File: src/rtl/riscv_mem_pkg.sv
// riscv_mem_pkg: shared definitions for the RV32I load/store unit.
//   - funct3 encodings for the supported loads/stores
//   - FSM state encoding for load_store_unit
//   - f3_legal / misaligned request decode helpers
package riscv_mem_pkg;

  localparam logic [2:0] F3_B  = 3'b000;
  localparam logic [2:0] F3_H  = 3'b001;
  localparam logic [2:0] F3_W  = 3'b010;
  localparam logic [2:0] F3_BU = 3'b100;
  localparam logic [2:0] F3_HU = 3'b101;

  typedef enum logic [1:0] {
    S_IDLE  = 2'd0,
    S_READ  = 2'd1,
    S_WRITE = 2'd2,
    S_RESP  = 2'd3
  } lsu_state_e;

  // Stores only exist as B/H/W; the unsigned forms are load-only.
  function automatic logic f3_legal(input logic we, input logic [2:0] f3);
    logic ok;
    case (f3)
      F3_B, F3_H, F3_W: ok = 1'b1;
      F3_BU, F3_HU:     ok = !we;
      default:          ok = 1'b0;
    endcase
    return ok;
  endfunction

  function automatic logic misaligned(input logic [2:0] f3, input logic [1:0] addr_lo);
    logic mis;
    case (f3)
      F3_H, F3_HU: mis = addr_lo[0];
      F3_W:        mis = (addr_lo != 2'b00);
      default:     mis = 1'b0;
    endcase
    return mis;
  endfunction

endpackage

File: src/rtl/lsu_lane_align.sv
// lsu_lane_align: combinational byte-lane steering for the load/store unit.
//   i_word     : word read from memory
//   i_addr_lo  : byte offset within the word
//   i_funct3   : access size / signedness
//   i_wdata    : store data (low bits used for B/H)
//   o_load     : selected lane, sign- or zero-extended
//   o_store    : i_word with only the addressed byte/half replaced by i_wdata
module lsu_lane_align
  import riscv_mem_pkg::*;
(
  input  logic [31:0] i_word,
  input  logic [1:0]  i_addr_lo,
  input  logic [2:0]  i_funct3,
  input  logic [31:0] i_wdata,
  output logic [31:0] o_load,
  output logic [31:0] o_store
);

  logic [4:0]  w_byte_sh;
  logic [4:0]  w_half_sh;
  logic [31:0] w_byte_word;
  logic [31:0] w_half_word;
  logic [7:0]  w_byte;
  logic [15:0] w_half;
  logic [31:0] w_byte_mask;
  logic [31:0] w_half_mask;

  // Halfwords only look at addr[1]; addr[0] is either trapped upstream or ignored.
  assign w_byte_sh   = {i_addr_lo, 3'b000};
  assign w_half_sh   = {i_addr_lo[1], 4'b0000};
  assign w_byte_word = i_word >> w_byte_sh;
  assign w_half_word = i_word >> w_half_sh;
  assign w_byte      = w_byte_word[7:0];
  assign w_half      = w_half_word[15:0];
  assign w_byte_mask = 32'h0000_00ff << w_byte_sh;
  assign w_half_mask = 32'h0000_ffff << w_half_sh;

  always_comb begin
    o_load = i_word;
    case (i_funct3)
      F3_B:    o_load = {{24{w_byte[7]}}, w_byte};
      F3_BU:   o_load = {24'h000000, w_byte};
      F3_H:    o_load = {{16{w_half[15]}}, w_half};
      F3_HU:   o_load = {16'h0000, w_half};
      default: o_load = i_word;
    endcase
  end

  // Only legal stores reach here, so funct3[2] is always 0.
  always_comb begin
    o_store = i_wdata;
    case (i_funct3[1:0])
      2'b00:   o_store = (i_word & ~w_byte_mask) | ((i_wdata << w_byte_sh) & w_byte_mask);
      2'b01:   o_store = (i_word & ~w_half_mask) | ((i_wdata << w_half_sh) & w_half_mask);
      default: o_store = i_wdata;
    endcase
  end

endmodule

File: src/rtl/load_store_unit.sv
// load_store_unit: initiator side of the RV32I data-memory port.
//   Request  : req_valid/req_ready handshake, req_we, req_funct3, req_addr, req_wdata
//   Response : resp_valid (one-cycle pulse), resp_rdata (extended load data, 0 for stores),
//              resp_err (illegal funct3 or, when trapping, misaligned access)
//   Memory   : mem_we, mem_a (word aligned), mem_wd, mem_rd (asynchronous read)
//   Sub-word stores are read-modify-write because the memory writes whole words only.
//   Build option: define MISALIGN_TRAP_EN to reject misaligned H/HU/W accesses; otherwise
//   the offending low address bits are ignored.
module load_store_unit
  import riscv_mem_pkg::*;
#(
  parameter int unsigned ADDR_W = 32,
  parameter int unsigned DATA_W = 32  // only 32 is supported
) (
  input  logic              clk,
  input  logic              rst_n,
  input  logic              req_valid,
  output logic              req_ready,
  input  logic              req_we,
  input  logic [2:0]        req_funct3,
  input  logic [ADDR_W-1:0] req_addr,
  input  logic [DATA_W-1:0] req_wdata,
  output logic              resp_valid,
  output logic [DATA_W-1:0] resp_rdata,
  output logic              resp_err,
  output logic              mem_we,
  output logic [ADDR_W-1:0] mem_a,
  output logic [DATA_W-1:0] mem_wd,
  input  logic [DATA_W-1:0] mem_rd
);

  lsu_state_e        r_state;
  lsu_state_e        w_state_d;
  logic              r_we;
  logic [2:0]        r_funct3;
  logic [ADDR_W-1:0] r_addr;
  logic [DATA_W-1:0] r_wd;
  logic [DATA_W-1:0] r_rdata;
  logic              r_err;
  logic              w_accept;
  logic              w_req_err;
  logic [DATA_W-1:0] w_load;
  logic [DATA_W-1:0] w_store;

`ifdef MISALIGN_TRAP_EN
  assign w_req_err = !f3_legal(req_we, req_funct3) || misaligned(req_funct3, req_addr[1:0]);
`else
  assign w_req_err = !f3_legal(req_we, req_funct3);
`endif

  assign w_accept = req_valid && (r_state == S_IDLE);

  always_comb begin
    w_state_d = r_state;
    case (r_state)
      S_IDLE: begin
        if (req_valid) begin
          if (w_req_err)                      w_state_d = S_RESP;
          else if (req_we && req_funct3 == F3_W) w_state_d = S_WRITE;
          else                                w_state_d = S_READ;
        end
      end
      S_READ:  w_state_d = r_we ? S_WRITE : S_RESP;
      S_WRITE: w_state_d = S_RESP;
      S_RESP:  w_state_d = S_IDLE;
      default: w_state_d = S_IDLE;
    endcase
  end

  always_ff @(posedge clk or negedge rst_n) begin
    if (!rst_n) r_state <= S_IDLE;
    else        r_state <= w_state_d;
  end

  // r_wd first holds the raw store data, then the merged word for B/H stores.
  always_ff @(posedge clk or negedge rst_n) begin
    if (!rst_n) begin
      r_we     <= 1'b0;
      r_funct3 <= 3'b000;
      r_addr   <= '0;
      r_wd     <= '0;
      r_rdata  <= '0;
      r_err    <= 1'b0;
    end else begin
      if (w_accept) begin
        r_we     <= req_we;
        r_funct3 <= req_funct3;
        r_addr   <= req_addr;
        r_wd     <= req_wdata;
        r_rdata  <= '0;
        r_err    <= w_req_err;
      end
      if (r_state == S_READ) begin
        if (r_we) r_wd    <= w_store;
        else      r_rdata <= w_load;
      end
    end
  end

  lsu_lane_align u_lane_align (
    .i_word    (mem_rd),
    .i_addr_lo (r_addr[1:0]),
    .i_funct3  (r_funct3),
    .i_wdata   (r_wd),
    .o_load    (w_load),
    .o_store   (w_store)
  );

  // Control outputs decode straight from state so reset drops them immediately.
  assign req_ready  = (r_state == S_IDLE);
  assign mem_we     = (r_state == S_WRITE);
  assign resp_valid = (r_state == S_RESP);
  assign resp_rdata = r_rdata;
  assign resp_err   = r_err;
  assign mem_a      = {r_addr[ADDR_W-1:2], 2'b00};
  assign mem_wd     = r_wd;

endmodule

File: config.mk
export PLATFORM = sky130hd
export DESIGN_NAME = load_store_unit
export DESIGN_NICKNAME = d
export VERILOG_FILES = /design/src/rtl/riscv_mem_pkg.sv /design/src/rtl/lsu_lane_align.sv /design/src/rtl/load_store_unit.sv
export SDC_FILE = /design/constraint.sdc
export NUM_CORES = 1
export LEC_CHECK = 0
export BUFFER_PORTS_ARGS = -buffer_cell sky130_fd_sc_hd__clkbuf_2
export CORE_AREA = 2 2 95 133
export DETAILED_ROUTE_END_ITERATION = 6
export DIE_AREA = 0 0 97 135
export PLACE_DENSITY_LB_ADDON = 0.12
export SLEW_MARGIN = 5
export SYNTH_ARGS = -nofsm -noshare
export SYNTH_HDL_FRONTEND = slang
export SYNTH_SLANG_ARGS = --single-unit
File: constraint.sdc
create_clock -name clk -period 5.1 [get_ports clk]
set_input_delay 0.765 -clock clk [delete_from_list [all_inputs] [get_ports clk]]
set_output_delay 0.765 -clock clk [all_outputs]
set_load 0.05 [all_outputs]
==> results of run 1 <==
-- logic make-up after synthesis --
logic type / Yosys count
AO/OA/AOI/OAI: 151
adder cells (fa/ha/maj): 5
buffers and inverters: 76
flip-flops: 103
multiplexers: 53
other: 1
AND/OR/NAND/NOR: 103
-- power by group through the flow --
stage	registers [uW]	logic (uW)	clock network (uW)
floorplan	2300	1840	0
global placement	1550	3110	0
detailed placement	1560	3170	0
CTS	1550	3180	666
global route	1600	3350	710
finish	1550	3160	653
-- worst max-delay path, cell delays in order (launching register included) --
cell and delay (ns):
dfrtp_1 0.41, inv_1 0.13, ha_1 0.24, and2_2 0.81, nand2_1 0.64, o22ai_1 0.38, a21oi_1 0.07
-- final timing paths --
check                                         end  slack, ns  cells after the start
max                                          flop       2.26                      6
min                        r_addr[21]$_DFFE_PN0P_       0.47                      1
max reg2reg                                  flop       2.26                      6
min reg2reg                r_addr[23]$_DFFE_PN0P_       0.51                      1
max in group asynchronous  r_addr[29]$_DFFE_PN0P_       3.57                      2
min in group clk           r_addr[23]$_DFFE_PN0P_       0.51                      1
-- cell type report --
type	instances	area, um2	share of cell area
Clock buffer	12	246	0.0389
Clock inverter	4	30.0	0.00474
Inverter	8	30.0	0.00474
Multi-Input combinational cell	314	2230	0.352
Sequential cell	103	2580	0.407
Tap cell	147	184	0.0290
Timing Repair Buffer	205	1040	0.164
-- metrics by stage --
| step | hold slack (ns) | utilization | cells | total power [uW] | area (um2) |
|---|---|---|---|---|---|
| after CTS | 0.511 | 0.536 | 793 | 5390 | 6340 |
| after global placement | 0.489 | 0.513 | 777 | 4660 | 6060 |
| after detailed placement | 0.495 | 0.513 | 777 | 4730 | 6060 |
| after floorplan | 0.469 | - | 493 | 4140 | 5240 |
| after global routing | 0.523 | 0.536 | 793 | 5660 | 6340 |
| final | 0.469 | 0.536 | 793 | 5360 | 6340 |
-- synth_stat cells (2+ instances only) --
master      n  area share
inv_1       7      0.0050
nor2b_1     4      0.0048
nand3_1     5      0.0048
a211oi_1   16       0.023
and2_1      2      0.0024
or3_1       7      0.0084
a22oi_1    20       0.029
nand2b_1    6      0.0072
a221o_1     7       0.013
a21oi_1    23       0.022
ha_1        5       0.012
nand2_1    35       0.025
mux2_2     34       0.073
o21ai_0    30       0.029
buf_2      12       0.011
nor3_1     18       0.017
a32o_1      7       0.013
nor2_1     21       0.015
dfrtp_1   103        0.49
o22ai_1    20       0.024
mux2i_1    18       0.034
buf_4      33       0.047
a221oi_1    7       0.012
clkbuf_1   22       0.016
a221o_2    10       0.022
-- routing by layer --
layer  up-vias  wire length, um
met5         -                0
met4         0              313
met3        20             1160
met2       193             8090
met1      2264             6360
li1       2098                -
==> results.json, run 1 <==
{
  "status": "completed",
  "globalRoute.busiestLayer": "met2",
  "synth_cells": 492,
  "synth_compound_area_frac": 0.208,
  "clk_latency_ns": 0.35,
  "track_usage": 0.243,
  "routed_via_density": 5.77,
  "ys.warnings.count": 0,
  "startpoint_type": "flop",
  "fin_ws_ns": 2.26,
  "initial_core_util": 0.443,
  "layout_min_cycle_time_ns": 2.84,
  "cp-startpoint": "r_state[0]$_DFFE_PN0P_",
  "netlist_area_mm2": 0.00524,
  "synth-simple-area-share": 0.0923,
  "antenna_found_initial": 0,
  "comb_power_share": 0.590,
  "die-area_mm2": 0.0131,
  "wl_per_cell_um": 20.1,
  "ys_seq_area_frac": 0.492,
  "clkTransAtPathRegs_ns": 0.07,
  "p_leak_uw": 0.00310,
  "place_ws_ns": 2.12,
  "dieHeight_um": 135,
  "synth_edf_count": 0,
  "synth_top_family_by_area": "compound AO/OA/AOI/OAI gates",
  "min_period_over_period": 0.556,
  "cts_hold_buf": 0,
  "synth_fa_ha_area_frac": 0.0120,
  "fin_skew_ns": 0.00853,
  "swShare": 0.542,
  "grt_util_met2": 0.404,
  "ant_nets": 0,
  "synth_xor_area_frac": 0,
  "finalMaxSlewViolations": 0,
  "drc_errors": 0,
  "met1_usage": 0.318,
  "num-fill-cells": 1108,
  "slew_headroom": 0.338,
  "endpoint_kind": "flop",
  "nNetsFinal": 749,
  "synth_flop_cell": "dfrtp_1",
  "num_rows": 47,
  "grt-ovfl-total": 0,
  "p_seq_frac": 0.288,
  "internal_power_uw": 2450,
  "postCtsResizedCells": 0,
  "synth.area.mux_share": 0.113,
  "avgSynthCellArea_um2": 10.6,
  "dpl.hpwl_mm": 12.0,
  "grt_first_pass_wirelength_mm": 24.9,
  "grt_setup_unrepaired": "no",
  "wl_mm": 15.9,
  "final_cell_mix": "clkbuf_2 (199), dfrtp_1 (103), nand2_1 (35)",
  "cts_tree": "done",
  "max_clock_freq_ghz": 0.353,
  "vias": 4575,
  "r2r-start": "r_state[0]$_DFFE_PN0P_",
  "root_buffer": "clkbuf_16",
  "ys_types": 45,
  "ys_seq_elements": 103,
  "crit_arrival_ns": 3.04,
  "min_path_type": "input pin to async pin",
  "crit_required_ns": 5.31,
  "grt_max_degree": 60,
  "first_global_vias": 4447,
  "worst-slew-pin-transition_ns": 0.992,
  "crit_fanout": 43,
  "cts.sinks": 103,
  "cts_buffers": 9,
  "core-area_mm2": 0.0118,
  "cts_buffer_depth": 2,
  "setup_tns_ns": 0,
  "dieWidth_um": 97,
  "layout-drive-gt1-share": 0.416,
  "htreeDepth": 3,
  "power.share.clock": 0.122,
  "switchingPower_uw": 2910,
  "hold_violations": 0,
  "cap_violations": 0,
  "io_buffer_count": 200,
  "power_density_mw_per_mm2": 846,
  "place_congestion": 0.881,
  "mostFrequentLayoutCell": "clkbuf_2",
  "drtIter0Drc": 416,
  "use_met3": 0.0549,
  "async_flop_share": 1.00,
  "area_growth_pct": 21.1,
  "io_pins": 203,
  "ir_drop_mv": 0.479,
  "firstDrtPassIters": 6,
  "diodes": 0,
  "postCtsSetupRepairBufs": 0,
  "worst-setup-path-type": "flop to flop",
  "setup_viol": 0
}
Note: power is estimated with default switching activity, not from simulation.
==> run 2: changes to the inputs <==
--- a/config.mk
+++ b/config.mk
@@ -5,10 +5,11 @@
 export SDC_FILE = /design/constraint.sdc
 export NUM_CORES = 1
 export LEC_CHECK = 0
+export ABC_AREA = 1
 export BUFFER_PORTS_ARGS = -buffer_cell sky130_fd_sc_hd__clkbuf_2
-export CORE_AREA = 2 2 95 133
+export CORE_AREA = 2 2 104 146
 export DETAILED_ROUTE_END_ITERATION = 6
-export DIE_AREA = 0 0 97 135
+export DIE_AREA = 0 0 106 148
 export PLACE_DENSITY_LB_ADDON = 0.12
 export SLEW_MARGIN = 5
 export SYNTH_ARGS = -nofsm -noshare
==> constraint.sdc (replaced) <==
create_clock -name clk -period 2.3 [get_ports clk]
set_input_delay 0.345 -clock clk [delete_from_list [all_inputs] [get_ports clk]]
set_output_delay 0.345 -clock clk [all_outputs]
set_load 0.05 [all_outputs]
==> run 2 against run 1 <==
First-iteration DRC count increased by 13%. Non-clock buffer count grew 14. Routed wire length grew 28%. Total power is 150% higher. Utilization shrank 0.81 points. Clock power is 140% higher. Flip-flop and latch count stayed put. Largest power group unchanged. Highest routed layer unchanged.
==> results.json, run 2 <==
{
  "area_growth_pct": 19.9,
  "htreeDepth": 3,
  "min-delay-start": "req_addr[17]",
  "finalCoreUtilization": 0.528,
  "yosys-top-cells-count": "nand2_1 (335), dfrtp_1 (103), nor2_1 (94)",
  "status": "completed",
  "dpl.hpwl_mm": 15.3,
  "async_flop_share": 1.00,
  "min_path_type": "input pin to flop",
  "ys_seq_area_frac": 0.407,
  "min_period_over_period": 0.861,
  "avgSynthCellArea_um2": 6.76,
  "synth.top_cells.by_area": "dfrtp_1 (41%), nand2_1 (20%), nand3_1 (5.9%), nor2_1 (5.6%), o21ai_0 (4.6%)",
  "layout-drive-gt1-share": 0.230,
  "clk_latency_ns": 0.35,
  "netlist_area_mm2": 0.00634,
  "finalPower_uw": 13300,
  "startpoint_type": "flop",
  "crit_fanout": 16,
  "place_congestion": 0.966,
  "fin_skew_ns": 0.00716,
  "layoutNonFillerInstCount": 1282,
  "clkTransAtPathRegs_ns": 0.07,
  "num_rows": 52,
  "track_usage": 0.258,
  "ys_seq_elements": 103,
  "worst-slew-pin-transition_ns": 0.865,
  "grt_first_pass_wirelength_mm": 31.5,
  "dpl.cell_count": 1265,
  "grt-ovfl-total": 0,
  "setup_viol": 0,
  "dieHeight_um": 148,
  "antenna_found_initial": 0,
  "layout_min_cycle_time_ns": 1.98,
  "rrSetupSlack_ns": 0.32,
  "power_density_mw_per_mm2": 1760,
  "finalMaxSlewViolations": 0,
  "endpoint_kind": "flop",
  "cts_buffers": 9,
  "ys_types": 29,
  "vias": 6465,
  "synth_largest_area_cell": "dfrtp_1",
  "hold_violations": 0,
  "setup_tns_ns": 0,
  "crit_required_ns": 2.58,
  "grt_max_degree": 59,
  "routed_via_density": 5.04,
  "ir_drop_mv": 0.768,
  "first_global_vias": 5996,
  "slew_headroom": 0.423,
  "initial_core_util": 0.441,
  "io_pins": 203,
  "synth_top_area_frac": 0.407,
  "drc_errors": 0,
  "max_clock_freq_ghz": 0.505,
  "r2r-start": "r_state[1]$_DFFE_PN0P_",
  "core-area_mm2": 0.0144,
  "cts_buffer_depth": 2,
  "wl_mm": 20.4,
  "synth.most_common_cell": "nand2_1",
  "die-area_mm2": 0.0157,
  "synth_flop_cell": "dfrtp_1",
  "worst-setup-path-type": "flop to flop",
  "wl_per_cell_um": 15.9,
  "cts_tree": "done",
  "dieWidth_um": 106,
  "ys.warnings.count": 0,
  "grt_setup_unrepaired": "no",
  "crit_arrival_ns": 2.26,
  "cp-startpoint": "r_state[1]$_DFFE_PN0P_",
  "hold_ws_ns": 0.181,
  "drtIter0Drc": 471,
  "nNetsFinal": 1196,
  "synth_edf_count": 0,
  "root_buffer": "clkbuf_16",
  "firstDrtPassIters": 6,
  "final_cell_mix": "nand2_1 (334), clkbuf_2 (199), dfrtp_1 (103)",
  "cap_violations": 0,
  "p_leak_uw": 0.00432,
  "synth_cells": 937,
  "cts.sinks": 103,
  "ant_nets": 0,
  "diodes": 0,
  "io_buffer_count": 200,
  "mostFrequentLayoutCell": "nand2_1"
}
run 2: changes by cell type in the layout (fill, tap and decap cells not counted), sizes merged, moves of 17 or more:
cell / previous run / this run
a21oi: 23 / 45
a221o: 17 / 0
a22oi: 20 / 2
inv: 9 / 84
mux2: 34 / 0
mux2i: 18 / 0
nand2: 36 / 342
nand3: 5 / 76
nor2: 21 / 94
o211ai: 0 / 20
o21ai: 31 / 64
o22ai: 20 / 1
run 2: final timing paths:
check | end | depth (start not counted)
max | flop | 8
min | r_addr[17]$_DFFE_PN0P_ | 3
max reg2reg | flop | 8
min reg2reg | r_addr[16]$_DFFE_PN0P_ | 2
max in group asynchronous | async pin | 3
min in group asynchronous | r_addr[5]$_DFFE_PN0P_ | 2
run 2: cells by family after synthesis:
group	Yosys count	synth area share
DFF	103	0.407
AOI/OAI and AO/OA	141	0.125
buffers and inverters	162	0.124
and+or+nand+nor	525	0.333
other	1	0.000592
adders and majority gates	5	0.00987
run 2: metrics by stage:
| step | setup WS, ns | area [um2] |
|---|---|---|
| floorplan | 0.265 | 6340 |
| global placement | 0.361 | 7280 |
| detailed placement | 0.339 | 7280 |
| CTS | 0.304 | 7600 |
| global route | 0.164 | 7600 |
| finish | 0.320 | 7600 |
run 2: per-layer routing:
layer / part of all wire / global-route usage / vias to the layer above
met3: 0.071 / 0.0542 / 54
met1: 0.40 / 0.313 / 2875
li1: - / - / 3239
met4: 0.038 / 0.113 / 0
met2: 0.49 / 0.440 / 297
met5: 0 / 0 / -
run 2: area by class of cell:
| class | instances | area (um2) |
|---|---|---|
| fillers | 1504 | 6780 |
| multi-input cells | 673 | 2980 |
| flip-flops and latches | 103 | 2580 |
| repair buffers | 219 | 1190 |
| inverters | 82 | 308 |
| clock buffers | 11 | 243 |
| well taps | 189 | 236 |
| clock inverters | 5 | 63.8 |
run 2: where the power goes:
| part | total [uW] | leakage, uW | internal (uW) | switching (uW) |
|---|---|---|---|---|
| registers | 3300 | 0.00124 | 2690 | 612 |
| logic | 8450 | 0.00293 | 2110 | 6340 |
| clock network | 1590 | 0.000147 | 884 | 706 |
run 2: worst max-delay path, stage by stage (launching register included):
cell and delay (ns):
dfrtp_1 0.41, inv_1 0.11, ha_1 0.20, nand2_2 0.20, nand2_1 0.18, o21ai_1 0.07, inv_1 0.38, o21ai_0 0.19
nor2_1 0.15
run 2: what timing repair did:
action                     CTS  global route
setup endpoints to repair    0             0
hold buffers                 1             0
buffers inserted             0             0
resized for setup            0             0
hold endpoints to repair    28             0
==> run 3: changes to the inputs <==
--- a/config.mk
+++ b/config.mk
@@ -5,11 +5,11 @@
 export SDC_FILE = /design/constraint.sdc
 export NUM_CORES = 1
 export LEC_CHECK = 0
-export ABC_AREA = 1
+export ABC_AREA = 0
 export BUFFER_PORTS_ARGS = -buffer_cell sky130_fd_sc_hd__clkbuf_2
-export CORE_AREA = 2 2 104 146
+export CORE_AREA = 2 2 95 133
 export DETAILED_ROUTE_END_ITERATION = 6
-export DIE_AREA = 0 0 106 148
+export DIE_AREA = 0 0 97 135
 export PLACE_DENSITY_LB_ADDON = 0.12
 export SLEW_MARGIN = 5
 export SYNTH_ARGS = -nofsm -noshare
==> constraint.sdc (replaced) <==
create_clock -name clk -period 2.3 [get_ports clk]
set_input_delay 0.575 -clock clk [delete_from_list [all_inputs] [get_ports clk]]
set_output_delay 0.575 -clock clk [all_outputs]
set_load 0.05 [all_outputs]
==> run 3 against run 2 <==
Global-route usage down 0.44 points. Total power down 7.5%. Critical path depth down 2. Clock skew up 0.0011 ns. First-iteration DRC count down 2.3%. Final cell count down 37%.
==> results.json, run 3 (synthesized netlist as in run 1, its figures left out) <==
{
  "globalRoute.busiestLayer": "met2",
  "cap_violations": 0,
  "fin_skew_ns": 0.00827,
  "grt_util_met2": 0.419,
  "slew_headroom": 0.393,
  "max_stage_delay_ns": 0.58,
  "routed_via_density": 5.81,
  "slowest_stage": "a21boi_0",
  "grt_first_pass_wirelength_mm": 25.9,
  "finalPower_uw": 12300,
  "firstDrtPassIters": 6,
  "layout-drive-gt1-share": 0.436,
  "clkTransAtPathRegs_ns": 0.07,
  "drc_errors": 0,
  "ir_drop_mv": 0.817,
  "crit_arrival_ns": 2.30,
  "grt_max_degree": 42,
  "met1_usage": 0.326,
  "final_cell_mix": "clkbuf_2 (199), dfrtp_1 (103), mux2_2 (34), nand2_1 (34), o21ai_0 (30)",
  "crit_family": "compound AO/OA/AOI/OAI gates",
  "crit_required_ns": 2.55,
  "first_global_vias": 4710,
  "use_met3": 0.0414,
  "cts_tree": "done",
  "cts_buffers": 9,
  "grt-ovfl-total": 0,
  "drtIter0Drc": 460,
  "ant_nets": 0,
  "min_period_over_period": 0.890,
  "io_pins": 203,
  "io_buffer_count": 200,
  "fin_ws_ns": 0.252,
  "p_leak_uw": 0.00320,
  "dpl_cell_area_mm2": 0.00619,
  "wl_per_cell_um": 20.4,
  "min_path_type": "input pin to async pin",
  "layout_min_cycle_time_ns": 2.05,
  "root_buffer": "clkbuf_16",
  "status": "completed",
  "track_usage": 0.253,
  "grt_setup_unrepaired": "no",
  "max_clock_freq_ghz": 0.488,
  "antenna_found_initial": 0,
  "dpl.hpwl_mm": 12.6,
  "clk_latency_ns": 0.35,
  "die-area_mm2": 0.0131,
  "vias": 4685,
  "power_density_mw_per_mm2": 1890,
  "mostFrequentLayoutCell": "clkbuf_2",
  "finalMaxSlewViolations": 0,
  "cts_buffer_depth": 2,
  "area_growth_pct": 24.6,
  "place_ws_ns": 0.0814,
  "worst-setup-path-type": "flop to flop",
  "rrSetupSlack_ns": 0.25,
  "num_rows": 47,
  "final_area_mm2": 0.00653,
  "worst-slew-pin-transition_ns": 0.910,
  "dieHeight_um": 135,
  "endpoint_kind": "flop",
  "htreeDepth": 3,
  "wl_mm": 16.5,
  "cts_hold_buf": 0,
  "finalCoreUtilization": 0.552,
  "initial_core_util": 0.443,
  "setup_tns_ns": 0,
  "diodes": 0,
  "startpoint_type": "flop",
  "core-area_mm2": 0.0118,
  "place_congestion": 0.919,
  "crit_fanout": 5,
  "dieWidth_um": 97,
  "setup_viol": 0,
  "r2r-start": "r_state[1]$_DFFE_PN0P_",
  "hold_violations": 0,
  "cp_num_buf_inv": 1,
  "path_cells": "inv_1, ha_1, and3b_1, a21boi_0, a22oi_1, o31ai_1",
  "nNetsFinal": 762,
  "cts.sinks": 103,
  "r2r_cells": 6
}
==> run 3: timing repair <==
| item | in CTS | in global routing |
|---|---|---|
| buffers inserted | 0 | 0 |
| setup endpoints to repair | 0 | 35 |
| hold endpoints to repair | 0 | 0 |
| gates resized for setup | 0 | 4 |
==> run 3: area by class of cell <==
class | instances | area, um2
Clock buffer | 11 | 243
Timing Repair Buffer | 218 | 1160
Tap cell | 147 | 184
Clock inverter | 5 | 86.3
Sequential cell | 103 | 2580
Fill cell | 1103 | 5300
Inverter | 8 | 30.0
Multi-Input combinational cell | 314 | 2240
==> run 3: report_power, final <==
group          leakage, uW  internal, uW  switching, uW
sequential         0.00125          2720            713
clock             0.000161           996            698
combinational      0.00179          2070           5150
total              0.00320          5780           6560
==> run 3: through the flow <==
| stage | std cells | hold slack [ns] |
|---|---|---|
| global placement | 790 | 0.488 |
| floorplan | 493 | 0.279 |
| detailed placement | 790 | 0.495 |
| CTS | 806 | 0.235 |
| global route | 806 | 0.252 |
| finish | 806 | 0.215 |
==> run 3: routing by layer <==
metal,up-vias,wire [um],part of all wire
met2,239,8100,0.49
met4,0,643,0.039
li1,2131,-,-
met5,-,0,0
met3,31,1110,0.067
met1,2284,6620,0.40
==> run 3: worst max-delay path by stage <==
stage,slack [ns],start,end,cells past startpoint
5_1_grt,0.09,r_state[0]$_DFFE_PN0P_,flop,7
4_1_cts,0.09,r_state[1]$_DFFE_PN0P_,flop,6
6_report,0.25,r_state[1]$_DFFE_PN0P_,flop,6
2_1_floorplan,0.03,r_state[0]$_DFFE_PN0P_,r_addr[7]$_DFFE_PN0P_,7
3_5_place_dp,0.08,mem_rd[15],resp_rdata[26]$_DFF_PN0_,5
3_3_place_gp,0.14,mem_rd[15],resp_rdata[23]$_DFF_PN0_,5
==> run 3: worst reg2reg max path: stages (launching register included) <==
cell and delay, ns:
dfrtp_1 0.42, inv_1 0.13, ha_1 0.26, and3b_1 0.32, a21boi_0 0.58, a22oi_1 0.14
o31ai_1 0.11
